`src/rtl/int_div_int_to_fixed_point.sv`:
```
// Sequential signed int / int -> fixed point (X integer part, Y = fraction x 1e5) with start/done handshake.
// Optional build macro ROUND_EN: round the fraction to nearest instead of truncating toward zero.
module int_div_int_to_fixed_point #(
    parameter int N_W        = 21,
    parameter int FRAC_SCALE = 100000,
    parameter int FRAC_ITER  = 17,
    parameter int SAT_INT    = 255
) (
    input  logic           clock,
    input  logic           resetn,
    input  logic           start,
    input  logic [N_W-1:0] numer,
    input  logic [N_W-1:0] denom,
    output logic           busy,
    output logic           done,
    output logic [9:0]     fixed_X,
    output logic [17:0]    fixed_Y,
    output logic           overflow,
    output logic           div_zero
);

    localparam int P_W = N_W + FRAC_ITER;

    localparam logic [1:0] S_IDLE = 2'd0;
    localparam logic [1:0] S_INT  = 2'd1;
    localparam logic [1:0] S_FRAC = 2'd2;
    localparam logic [1:0] S_FIN  = 2'd3;

    logic [1:0]           state_r;
    logic [4:0]           cnt_r;
    logic [N_W-1:0]       num_sh_r;
    logic [N_W-1:0]       den_r;
    logic [N_W-1:0]       rem_r;
    logic [N_W-1:0]       qi_r;
    logic [FRAC_ITER-1:0] qf_r;
    logic                 neg_r;
    logic                 dz_r;

    logic [N_W-1:0]       abs_n_s;
    logic [N_W-1:0]       abs_d_s;
    logic [N_W:0]         trial_s;
    logic                 ge_s;
    logic [N_W-1:0]       rem_nx_s;
    logic [P_W-1:0]       prod_s;
    logic [N_W-1:0]       qi_f_s;
    logic [FRAC_ITER-1:0] qf_f_s;
    logic [9:0]           res_x_s;
    logic [17:0]          res_y_s;
    logic                 res_ov_s;
    logic                 res_dz_s;

    // Operand magnitudes and one restoring-division step shared by the INT and FRAC phases.
    always_comb begin
        abs_n_s  = numer[N_W-1] ? (N_W'(0) - numer) : numer;
        abs_d_s  = denom[N_W-1] ? (N_W'(0) - denom) : denom;
        trial_s  = {rem_r, num_sh_r[N_W-1]};
        ge_s     = (trial_s >= {1'b0, den_r});
        rem_nx_s = ge_s ? N_W'(trial_s - {1'b0, den_r}) : N_W'(trial_s);
        // rem*FRAC_SCALE < den*2^FRAC_ITER, so its top N_W bits already form a valid partial remainder.
        prod_s   = P_W'(rem_nx_s) * P_W'(FRAC_SCALE);
    end

    // Optional round-to-nearest of the fractional quotient, carrying into the integer part.
    always_comb begin
        qi_f_s = qi_r;
        qf_f_s = qf_r;
`ifdef ROUND_EN
        if ({rem_r, 1'b0} >= {1'b0, den_r}) begin
            if ((qf_r + FRAC_ITER'(1)) == FRAC_ITER'(FRAC_SCALE)) begin
                qf_f_s = FRAC_ITER'(0);
                qi_f_s = qi_r + N_W'(1);
            end else begin
                qf_f_s = qf_r + FRAC_ITER'(1);
                qi_f_s = qi_r;
            end
        end else begin
            qf_f_s = qf_r;
            qi_f_s = qi_r;
        end
`else
        qi_f_s = qi_r;
        qf_f_s = qf_r;
`endif
    end

    // Sign, saturation and division-by-zero mapping into the codebase (X, Y) encoding.
    always_comb begin
        res_ov_s = 1'b0;
        res_dz_s = 1'b0;
        res_x_s  = 10'd0;
        res_y_s  = {1'b0, qf_f_s};
        if (dz_r) begin
            res_dz_s = 1'b1;
            res_x_s  = 10'(SAT_INT);
            res_y_s  = 18'(FRAC_SCALE - 1);
        end else if (qi_f_s > N_W'(SAT_INT)) begin
            res_ov_s = 1'b1;
            res_x_s  = neg_r ? (10'd0 - 10'(SAT_INT)) : 10'(SAT_INT);
            res_y_s  = 18'(FRAC_SCALE - 1);
        end else if ((qi_f_s == N_W'(0)) && (qf_f_s == FRAC_ITER'(0))) begin
            res_x_s  = 10'd0;
            res_y_s  = 18'd0;
        end else if (neg_r && (qi_f_s == N_W'(0))) begin
            // 256 marks a negative value with zero integer part.
            res_x_s  = 10'd256;
        end else if (neg_r) begin
            res_x_s  = 10'd0 - qi_f_s[9:0];
        end else begin
            res_x_s  = qi_f_s[9:0];
        end
    end

    // Control FSM, division datapath and registered result outputs.
    always_ff @(posedge clock) begin
        if (!resetn) begin
            state_r  <= S_IDLE;
            cnt_r    <= 5'd0;
            num_sh_r <= '0;
            den_r    <= '0;
            rem_r    <= '0;
            qi_r     <= '0;
            qf_r     <= '0;
            neg_r    <= 1'b0;
            dz_r     <= 1'b0;
            busy     <= 1'b0;
            done     <= 1'b0;
            fixed_X  <= 10'd0;
            fixed_Y  <= 18'd0;
            overflow <= 1'b0;
            div_zero <= 1'b0;
        end else begin
            done <= 1'b0;
            case (state_r)
                S_IDLE: begin
                    if (start) begin
                        num_sh_r <= abs_n_s;
                        den_r    <= abs_d_s;
                        rem_r    <= '0;
                        qi_r     <= '0;
                        qf_r     <= '0;
                        neg_r    <= numer[N_W-1] ^ denom[N_W-1];
                        dz_r     <= (denom == N_W'(0));
                        cnt_r    <= 5'd0;
                        busy     <= 1'b1;
                        state_r  <= S_INT;
                    end else begin
                        state_r  <= S_IDLE;
                    end
                end
                S_INT: begin
                    qi_r <= {qi_r[N_W-2:0], ge_s};
                    if (cnt_r == 5'(N_W - 1)) begin
                        rem_r    <= prod_s[P_W-1:FRAC_ITER];
                        num_sh_r <= {prod_s[FRAC_ITER-1:0], {(N_W-FRAC_ITER){1'b0}}};
                        cnt_r    <= 5'd0;
                        state_r  <= S_FRAC;
                    end else begin
                        rem_r    <= rem_nx_s;
                        num_sh_r <= {num_sh_r[N_W-2:0], 1'b0};
                        cnt_r    <= cnt_r + 5'd1;
                    end
                end
                S_FRAC: begin
                    qf_r     <= {qf_r[FRAC_ITER-2:0], ge_s};
                    rem_r    <= rem_nx_s;
                    num_sh_r <= {num_sh_r[N_W-2:0], 1'b0};
                    if (cnt_r == 5'(FRAC_ITER - 1)) begin
                        cnt_r   <= 5'd0;
                        state_r <= S_FIN;
                    end else begin
                        cnt_r   <= cnt_r + 5'd1;
                    end
                end
                S_FIN: begin
                    fixed_X  <= res_x_s;
                    fixed_Y  <= res_y_s;
                    overflow <= res_ov_s;
                    div_zero <= res_dz_s;
                    done     <= 1'b1;
                    busy     <= 1'b0;
                    state_r  <= S_IDLE;
                end
                default: begin
                    busy    <= 1'b0;
                    state_r <= S_IDLE;
                end
            endcase
        end
    end

endmodule

```
`config.mk`:
```
export PLATFORM = sky130hd
export DESIGN_NAME = int_div_int_to_fixed_point
export DESIGN_NICKNAME = d
export VERILOG_FILES = /design/src/rtl/int_div_int_to_fixed_point.sv
export SDC_FILE = /design/constraint.sdc
export NUM_CORES = 1
export LEC_CHECK = 0
export BUFFER_PORTS_ARGS = -buffer_cell sky130_fd_sc_hd__buf_2
export CAP_MARGIN = 15
export CORE_MARGIN = 5
export CORE_UTILIZATION = 60
export CTS_BUF_LIST = sky130_fd_sc_hd__clkbuf_16
export DETAILED_ROUTE_END_ITERATION = 7
export PLACE_DENSITY = 0.87
export SETUP_SLACK_MARGIN = 0.05
export SYNTH_ARGS = -nofsm -noshare
export SYNTH_HDL_FRONTEND = slang
export SYNTH_SLANG_ARGS = --single-unit
export TNS_END_PERCENT = 100
```
`constraint.sdc`:
```
create_clock -name clock -period 15.9 [get_ports clock]
set_clock_uncertainty 0.15 [all_clocks]
set_input_delay 0.795 -clock clock [delete_from_list [all_inputs] [get_ports clock]]
set_output_delay 0.795 -clock clock [all_outputs]
set_load 0.02 [all_outputs]
```
[Word-level counts from Yosys, hierarchy flattened]
Index checks and enable logic that the tools add are counted.
Storage, ports and cells
  register bits: 142
Operators by class
  $add $sub $neg: 5
  multiply operators: 1
  magnitude comparators: 2
  equality and inequality tests: 8
  multiplexer cells: 35
  bitwise logic cells: 1
  reductions and logical operators: 16
Operator list (number)
  $mux W21: 7
  $pmux W21 S3: 2
  $mux W17: 4
  $mux W10: 6
  $logic_not A21 Y1: 2
  $pmux W21 S2: 1
  $sub A1 B21 Y21 const A: 2
  $pmux W17 S2: 1
  $mul A21 B12 Y33 const B: 1
  $ge A22 B21 Y1: 1
  $gt A21 B8 Y1 const B: 1
  $sub A21 B21 Y21: 1
  $logic_not A17 Y1: 1
  $mux W5: 3
  $pmux W5 S3: 1
  $reduce_and A2 Y1: 6
  $eq A5 B5 Y1 const B: 2
  $sub A1 B10 Y10 const A: 1
  $pmux W2 S4: 1
  $mux W1: 6
  $ne A2 B2 Y1 const B: 3
  $reduce_bool A2 Y1: 3
  $add A5 B1 Y5 const B: 1
  $eq A2 B2 Y1 const B: 2
  7 further kinds: 9

[Logic depth before layout (Yosys ltp)]
Gate-level depths: netlist (run 1).
  depth after elaboration: 6
  depth in mapped cells: 35
  gate-level depth less buffers: 32

[Worst setup path before layout (run 1)]
OpenSTA, ideal clock, no wires.
  path kind: register -> register
  start: reg num_sh_r[20]
  end: reg rem_r[17]
  library setup time: 0.120 ns
  arrival: 6.888 ns
  data required time: 15.630 ns
  setup slack: 8.742 ns
  cell stages (with the launch flop): 33
  path buffers: 2
  cell sequence: dfxtp_1 > inv_1 > ha_1 > inv_1 > fa_1 > a21oi_1 > o21ai_1 > a21oi_1 > a21oi_1 > a41oi_2 > o21ai_2 > buf_6 > buf_2 > a21oi_1 > ha_1 > ha_1 > inv_1 > fa_1 > inv_1 > fa_1 > inv_1 > fa_1 > inv_1 > ha_1 > a21o_1 > a221o_1 > a31oi_1 > o31ai_1 > a21o_1 > a21o_1 > a21oi_1 > mux2i_1 > a211o_1
Between the ends
  longest elaborated chain between the ends: 5
  elaborated cells between the ends (all ways): 6
RTL lines
  start: declaration: line 31  | logic [N_W-1:0] num_sh_r;
  start signal: assignment: line 136  | num_sh_r <= abs_n_s;
  start signal: assignment: line 154  | num_sh_r <= {prod_s[FRAC_ITER-1:0], {(N_W-FRAC_ITER){1'b0}}};
  start signal: assignment: line 159  | num_sh_r <= {num_sh_r[N_W-2:0], 1'b0};
  $sub A21 B21 Y21 / $ge A22 B21 Y1 (equally long branches): line 58, 57
  $mux W21 (*): line 58  | rem_nx_s = ge_s ? N_W'(trial_s - {1'b0, den_r}) : N_W'(trial_s);
  $mul A21 B12 Y33: line 60  | prod_s = P_W'(rem_nx_s) * P_W'(FRAC_SCALE);
  $mux W21: line 152  | if (cnt_r == 5'(N_W - 1)) begin
  $pmux W21 S3 (*): line 133  | case (state_r)
  end signal: assignment: line 153  | rem_r <= prod_s[P_W-1:FRAC_ITER];
  end signal: assignment: line 158  | rem_r <= rem_nx_s;
  end signal: assignment: line 165  | rem_r <= rem_nx_s;
  end: declaration: line 33  | logic [N_W-1:0] rem_r;
Mark *: on every way between the ends. The rest lies on a longest branch, timed or not.
A chain may end at the register's enable or synchronous reset.

[Worst setup path in the final report (run 1)]
  start: reg den_r[15]
  end: reg rem_r[20]
Between the ends
  longest elaborated chain between the ends: 5
  elaborated cells between the ends (all ways): 6
RTL lines
  start: declaration: line 32  | logic [N_W-1:0] den_r;
  start signal: assignment: line 137  | den_r <= abs_d_s;
  $sub A21 B21 Y21 / $ge A22 B21 Y1 (equally long branches): line 58, 57
  $mux W21 (*): line 58
  $mul A21 B12 Y33: line 60
  $mux W21: line 152
  $pmux W21 S3 (*): line 133
Marked as above.

==> flow_metrics.py, run 1 <==
metrics = {
    "run_status": {
        "outcome": "finished, final reports clean",
    },
    "worst_setup_path": {
        "end_kind": "register",
        "crit_required_ps": 16070,
        "worst_ep_arrival_time_ps": 8640,
        "criticalPathCategory": "register to register",
        "worstReg2RegEnd": "rem_r[20]",
        "critical-path-slowest-cell": "a2111oi_0",
        "regToRegSetupSlack_ps": 7420,
        "critical-path-max-stage-delay_ps": 750,
        "ff2ff_path_depth": 27,
        "critical_path.reg2reg.startpoint": "den_r[15]",
        "setup.worst_path.start_class": "register",
        "critPathMaxFanout": 41,
    },
    "yosys": {
        "synth_enable_flop_cells": 0,
        "ys_seq_elements": 141,
        "synthesis.area_per_instance_um2": 8.49,
        "synth.yosys.warnings": 0,
        "yosys-top-cells-area": "dfxtp_1 (23%), ha_1 (15%), fa_1 (9.7%)",
        "netlist_area_um2": 12500,
        "synth_top_area_share": 0.225,
        "post_synth_inst_count": 1477,
        "syn-num-nets": 1736,
        "synth.lib_cells_used.distinct": 74,
        "post-synth-top-area-cell": "dfxtp_1",
        "top_flip_flop_cell_by_instance_count_after_synthesis": "dfxtp_1",
        "seq_area_frac_synth": 0.225,
        "synth-async-reset-ratio": 0,
    },
    "pwr": {
        "power.ir.vdd_worst_mv": 0.102,
        "cellPowerDensity_nw_per_um2": 149,
        "power.static_leakage_nw": 6.77,
        "p_total_mw": 2.04,
    },
    "clock_network": {
        "max-clock-path-buffers": 2,
        "cts_tree": "yes",
        "clkSinkCount": 141,
        "holdBufCountCts": 0,
        "post_cts_resize_count": 0,
        "cts-root-buf": "clkbuf_16",
        "clock_latency_ps": 440,
        "cts_made_buffers": 17,
        "cts_setup_buffers": 0,
        "cts.clk_slew.worst_paths_ps": 70,
        "htreeDepth": 4,
    },
    "cells_and_area": {
        "area_delta_synth_final_pct": 9.14,
        "most_common_cell_after_layout_fill_and_taps_aside": "inv_1",
        "final_cell_mix": "inv_1 (216), ha_1 (153), dfxtp_1 (141)",
        "drive_gt1_frac": 0.103,
        "fillers": 1545,
        "final_stage_net_count": 1776,
        "multiInputGateArea_um2": 8660,
        "antenna-diode-count": 0,
        "ff_latch_area_um2": 2820,
    },
    "grt": {
        "grt_start_max_net_pins": 114,
        "number_of_global_route_vias_before_repair": 10600,
        "grt.overflow.total": 0,
        "grt_pass1_wl_mm": 50.8,
        "number_of_antenna_violations_at_the_first_check_in_global_routing": 0,
        "overall_fraction_of_global_route_tracks_in_use": 0.254,
    },
    "timing": {
        "final_setup_violations": 0,
        "slew-limit-headroom": 0.298,
        "worst_pin_slew_ps": 1050,
        "grt_setup_unrepaired": "false",
        "report.final.slew_viol_count": 0,
        "fmax_mhz": 118,
        "fin_hold_ws_ps": 322,
        "finalCritPeriodShare": 0.533,
        "tns_ps": 0,
        "layout_min_cycle_time_ps": 8480,
        "hold_viol": 0,
    },
    "floorplan": {
        "core-area_um2": 20400,
        "die_width_um": 155,
        "rows": 52,
        "die-height_um": 155,
        "effective_utilization_at_floorplan": 0.614,
        "io_pins": 77,
        "dieArea_um2": 23900,
    },
    "routing": {
        "final_antenna_net_count": 0,
        "wl_mm": 30.8,
        "vias": 10800,
        "detail_route.vias_per_cell": 6.02,
        "drc": 0,
        "first_iter_violations": 892,
        "wl_per_cell_um": 17.1,
        "detail_route.first_pass.iterations": 6,
    },
    "min_path": {
        "min-delay-start": "num_sh_r[6]",
        "whs_path_depth": 2,
        "worst_hold_path_type": "register to register",
        "holdPathEnd": "num_sh_r[6]",
    },
    "place": {
        "finalWeightedCongestion": 0.947,
        "detailed_place_hpwl_mm": 23.9,
        "place.port_buffers": 75,
    },
    "job": {
        "maxCapViolCount": 0,
    },
}
sequential cells by signal, indices dropped and copies added (netlist names):
register  flops
dz_r          1
div_zero      1
busy          1
num_sh_r     21
done          1
fixed_Y      17
den_r        21
fixed_X      10
qi_f_s       21
overflow      1
rem_r        21
qf_f_s       17
neg_r         1
state_r       2
cnt_r         5
cells by family (layout without fill, tap and decap cells):
logic type	Yosys count	after routing	synth area share
compound gates	372	372	0.213
simple gates	360	360	0.146
buf+inv	278	331	0.0848
fa+ha+maj	214	214	0.250
flops	141	141	0.225
xor+xnor	92	92	0.0643
mux	19	19	0.0164
other cells	1	1	0.000299
per-stage QoR:
stage	area [µm²]	cells	worst slack (ps)	utilization
finish	13700	1800	7420	0.670
global route	13700	1800	6800	0.670
CTS	13700	1800	7530	0.670
detailed placement	13100	1768	7550	0.640
global placement	13100	1768	7650	0.640
floorplan	12500	1477	8740	-
final cells by class:
class / instances / share of cell area
Clock buffer: 17 / 0.0311
Clock inverter: 15 / 0.0138
Inverter: 216 / 0.0592
Multi-Input combinational cell: 1058 / 0.633
Sequential cell: 141 / 0.206
Tap cell: 270 / 0.0247
Timing Repair Buffer: 83 / 0.0318
critical path, delay by kind of cell, from the launching register on:
kind / cells / cell delay [ps]
buffers and inverters: 4 / 420
and+or+nand+nor: 2 / 710
DFF: 1 / 330
AOI/OAI and AO/OA: 13 / 3940
adders and majority gates: 7 / 2730
xor gates and xnor gates: 1 / 100
layer usage:
| layer | wire length [µm] | share of wire | global-route usage |
|---|---|---|---|
| met1 | 13300 | 0.43 | 0.330 |
| met4 | 710 | 0.023 | 0.0841 |
| met5 | 0 | 0 | 0 |
| met2 | 14900 | 0.48 | 0.432 |
| met3 | 1880 | 0.061 | 0.0386 |
synth_stat cells (11+ instances only):
library cell	n
dfxtp_1	141
nand3_1	23
and3_1	12
nand2_1	106
nor2_1	63
a21oi_1	67
o221a_2	16
nor2b_1	56
and2_1	22
o211ai_1	15
xor2_1	57
ha_1	153
or3_1	11
nand2b_1	12
a22oi_1	46
fa_1	61
o21ai_0	72
xnor2_1	35
clkbuf_1	51
o211a_1	23
inv_1	216
a21boi_0	12
a221o_1	14
a21o_1	28
nor3_1	13
where the power goes:
part           internal (mW)  total, mW  leakage [nW]  switching, mW
combinational          0.441       1.21          5.33          0.770
sequential             0.395      0.423          1.15         0.0273
clock                  0.214      0.403         0.298          0.189
total                   1.05       2.04          6.77          0.986
worst max path at each step:
stage / from / endpoint / cells after the start
6_report: den_r[15] / rem_r[20] / 27
5_1_grt: den_r[15] / rem_r[20] / 27
4_1_cts: num_sh_r[20] / rem_r[17] / 31
3_5_place_dp: num_sh_r[20] / rem_r[17] / 31
3_3_place_gp: num_sh_r[20] / rem_r[17] / 31
2_1_floorplan: num_sh_r[20] / rem_r[17] / 32
(Power assumes the default switching activity.)
==> inputs of run 2 (changes only) <==
clock period = 8.4 ns   (was 15.9 ns; I/O delays follow)
==> run 2 against run 1 <==
Compared with the run above: register-to-register slack got worse by 6900 ps; largest cell class unchanged; critical path depth up 5; worst setup slack got worse by 6900 ps; sequential cell count stayed put.
==> flow_metrics.py, run 2 (synthesis results as in run 1) <==
metrics = {
    "timing": {
        "slew-limit-headroom": 0.335,
        "tns_ps": 0,
        "fin_hold_ws_ps": 155,
        "final_setup_violations": 0,
        "layout_min_cycle_time_ps": 7920,
        "fmax_mhz": 126,
        "report.final.slew_viol_count": 0,
        "grt_setup_unrepaired": "false",
        "finalCritPeriodShare": 0.942,
        "hold_viol": 0,
        "worst_pin_slew_ps": 997,
    },
    "cells_and_area": {
        "fillers": 1537,
        "final_cell_mix": "inv_1 (216), ha_1 (153), dfxtp_1 (141)",
        "final_stage_net_count": 1785,
        "area_delta_synth_final_pct": 9.93,
        "antenna-diode-count": 0,
        "post_route_insts_no_fill": 1809,
        "multiInputGateArea_um2": 8680,
        "drive_gt1_frac": 0.110,
        "ff_latch_area_um2": 2820,
        "most_common_cell_after_layout_fill_and_taps_aside": "inv_1",
    },
    "floorplan": {
        "rows": 52,
        "dieArea_um2": 23900,
        "die_width_um": 155,
        "core-area_um2": 20400,
        "io_pins": 77,
        "die-height_um": 155,
        "effective_utilization_at_floorplan": 0.614,
    },
    "clock_network": {
        "holdBufCountCts": 0,
        "cts_made_buffers": 17,
        "cts.clk_slew.worst_paths_ps": 70,
        "cts-root-buf": "clkbuf_16",
        "max-clock-path-buffers": 2,
        "clkSinkCount": 141,
        "clock_latency_ps": 430,
        "htreeDepth": 4,
        "cts_tree": "yes",
    },
    "min_path": {
        "worst_hold_path_type": "primary input to register",
    },
    "routing": {
        "final_antenna_net_count": 0,
        "vias": 10900,
        "drc": 0,
        "first_iter_violations": 918,
        "detail_route.first_pass.iterations": 6,
        "detail_route.vias_per_cell": 6.01,
        "wl_mm": 30.9,
        "wl_per_cell_um": 17.1,
    },
    "pwr": {
        "power.static_leakage_nw": 6.81,
        "cellPowerDensity_nw_per_um2": 281,
        "power.ir.vdd_worst_mv": 0.157,
    },
    "grt": {
        "grt_pass1_wl_mm": 51.1,
        "grt_start_max_net_pins": 120,
        "grt.overflow.total": 0,
        "number_of_antenna_violations_at_the_first_check_in_global_routing": 0,
        "number_of_global_route_vias_before_repair": 10900,
        "overall_fraction_of_global_route_tracks_in_use": 0.254,
    },
    "worst_setup_path": {
        "worst_ep_arrival_time_ps": 8050,
        "critical-path-slowest-cell": "fa_1",
        "criticalPathCategory": "register to register",
        "crit_required_ps": 8530,
        "setup.worst_path.start_class": "register",
        "critPathMaxFanout": 41,
        "critical-path-max-stage-delay_ps": 540,
        "end_kind": "register",
    },
    "place": {
        "finalWeightedCongestion": 0.935,
        "detailed_place_hpwl_mm": 23.6,
        "post-place-cells": 1774,
        "place.port_buffers": 75,
    },
    "job": {
        "maxCapViolCount": 0,
    },
    "run_status": {
        "outcome": "finished, final reports clean",
    },
}
==> run 2: changes by cell type in the layout (fill, tap and decap cells not counted) <==
cell,delta
a2111oi_1,+2
inv_8,-1
a21oi_1,-3
a21oi_2,+3
buf_12,+1
buf_4,+8
clkinv_8,+1
a2111oi_0,-2
==> run 2: cell type report <==
type,count,share of cell area
repair buffers,92,0.0374
multi-input cells,1058,0.630
inverters,216,0.0588
clock inverters,15,0.0141
well taps,270,0.0245
flip-flops and latches,141,0.205
clock buffers,17,0.0309
==> run 2: layer usage <==
layer,vias to the layer above,share of wire,track usage
li1,5209,-,-
met2,432,0.49,0.436
met4,0,0.017,0.0736
met3,56,0.067,0.0388
met1,5171,0.43,0.332
met5,-,0,0
==> run 2: worst max-delay path: cells and delay by family (launching register included) <==
family,cells,cell delay (ps)
buffers and inverters,6,600
DFF,1,340
AOI/OAI and AO/OA,16,3490
xor gates and xnor gates,2,350
adders and majority gates,8,2820
==> run 2: through the flow <==
stage               area (µm²)  power, mW  setup WS (ps)  utilization
floorplan                12500       2.49           1240            -
global placement         13100       2.94            769        0.643
detailed placement       13100       3.07            553        0.643
CTS                      13700       3.84            442        0.673
global route             13800       4.20           62.6        0.675
finish                   13800       3.87            484        0.675
==> run 2: worst paths after layout <==
check	end	start	slack, ps	depth (start not counted)
worst max register to register	rem_r[19]	num_sh_r[20]	480	32
worst max-delay path	rem_r[19]	num_sh_r[20]	480	32
worst min register to register	num_sh_r[6]	num_sh_r[6]	320	2
worst min-delay path	den_r[0]	denom[0]	160	3
==> run 2: timing repair <==
action / CTS / global route
setup buffers: 0 / 3
gates resized for setup: 0 / 5
endpoints found under the setup margin: 0 / 8
==> run 2: power breakdown <==
group | switching [mW] | internal, mW
registers | 0.0516 | 0.748
clock network | 0.355 | 0.405
logic | 1.46 | 0.856
total | 1.86 | 2.01
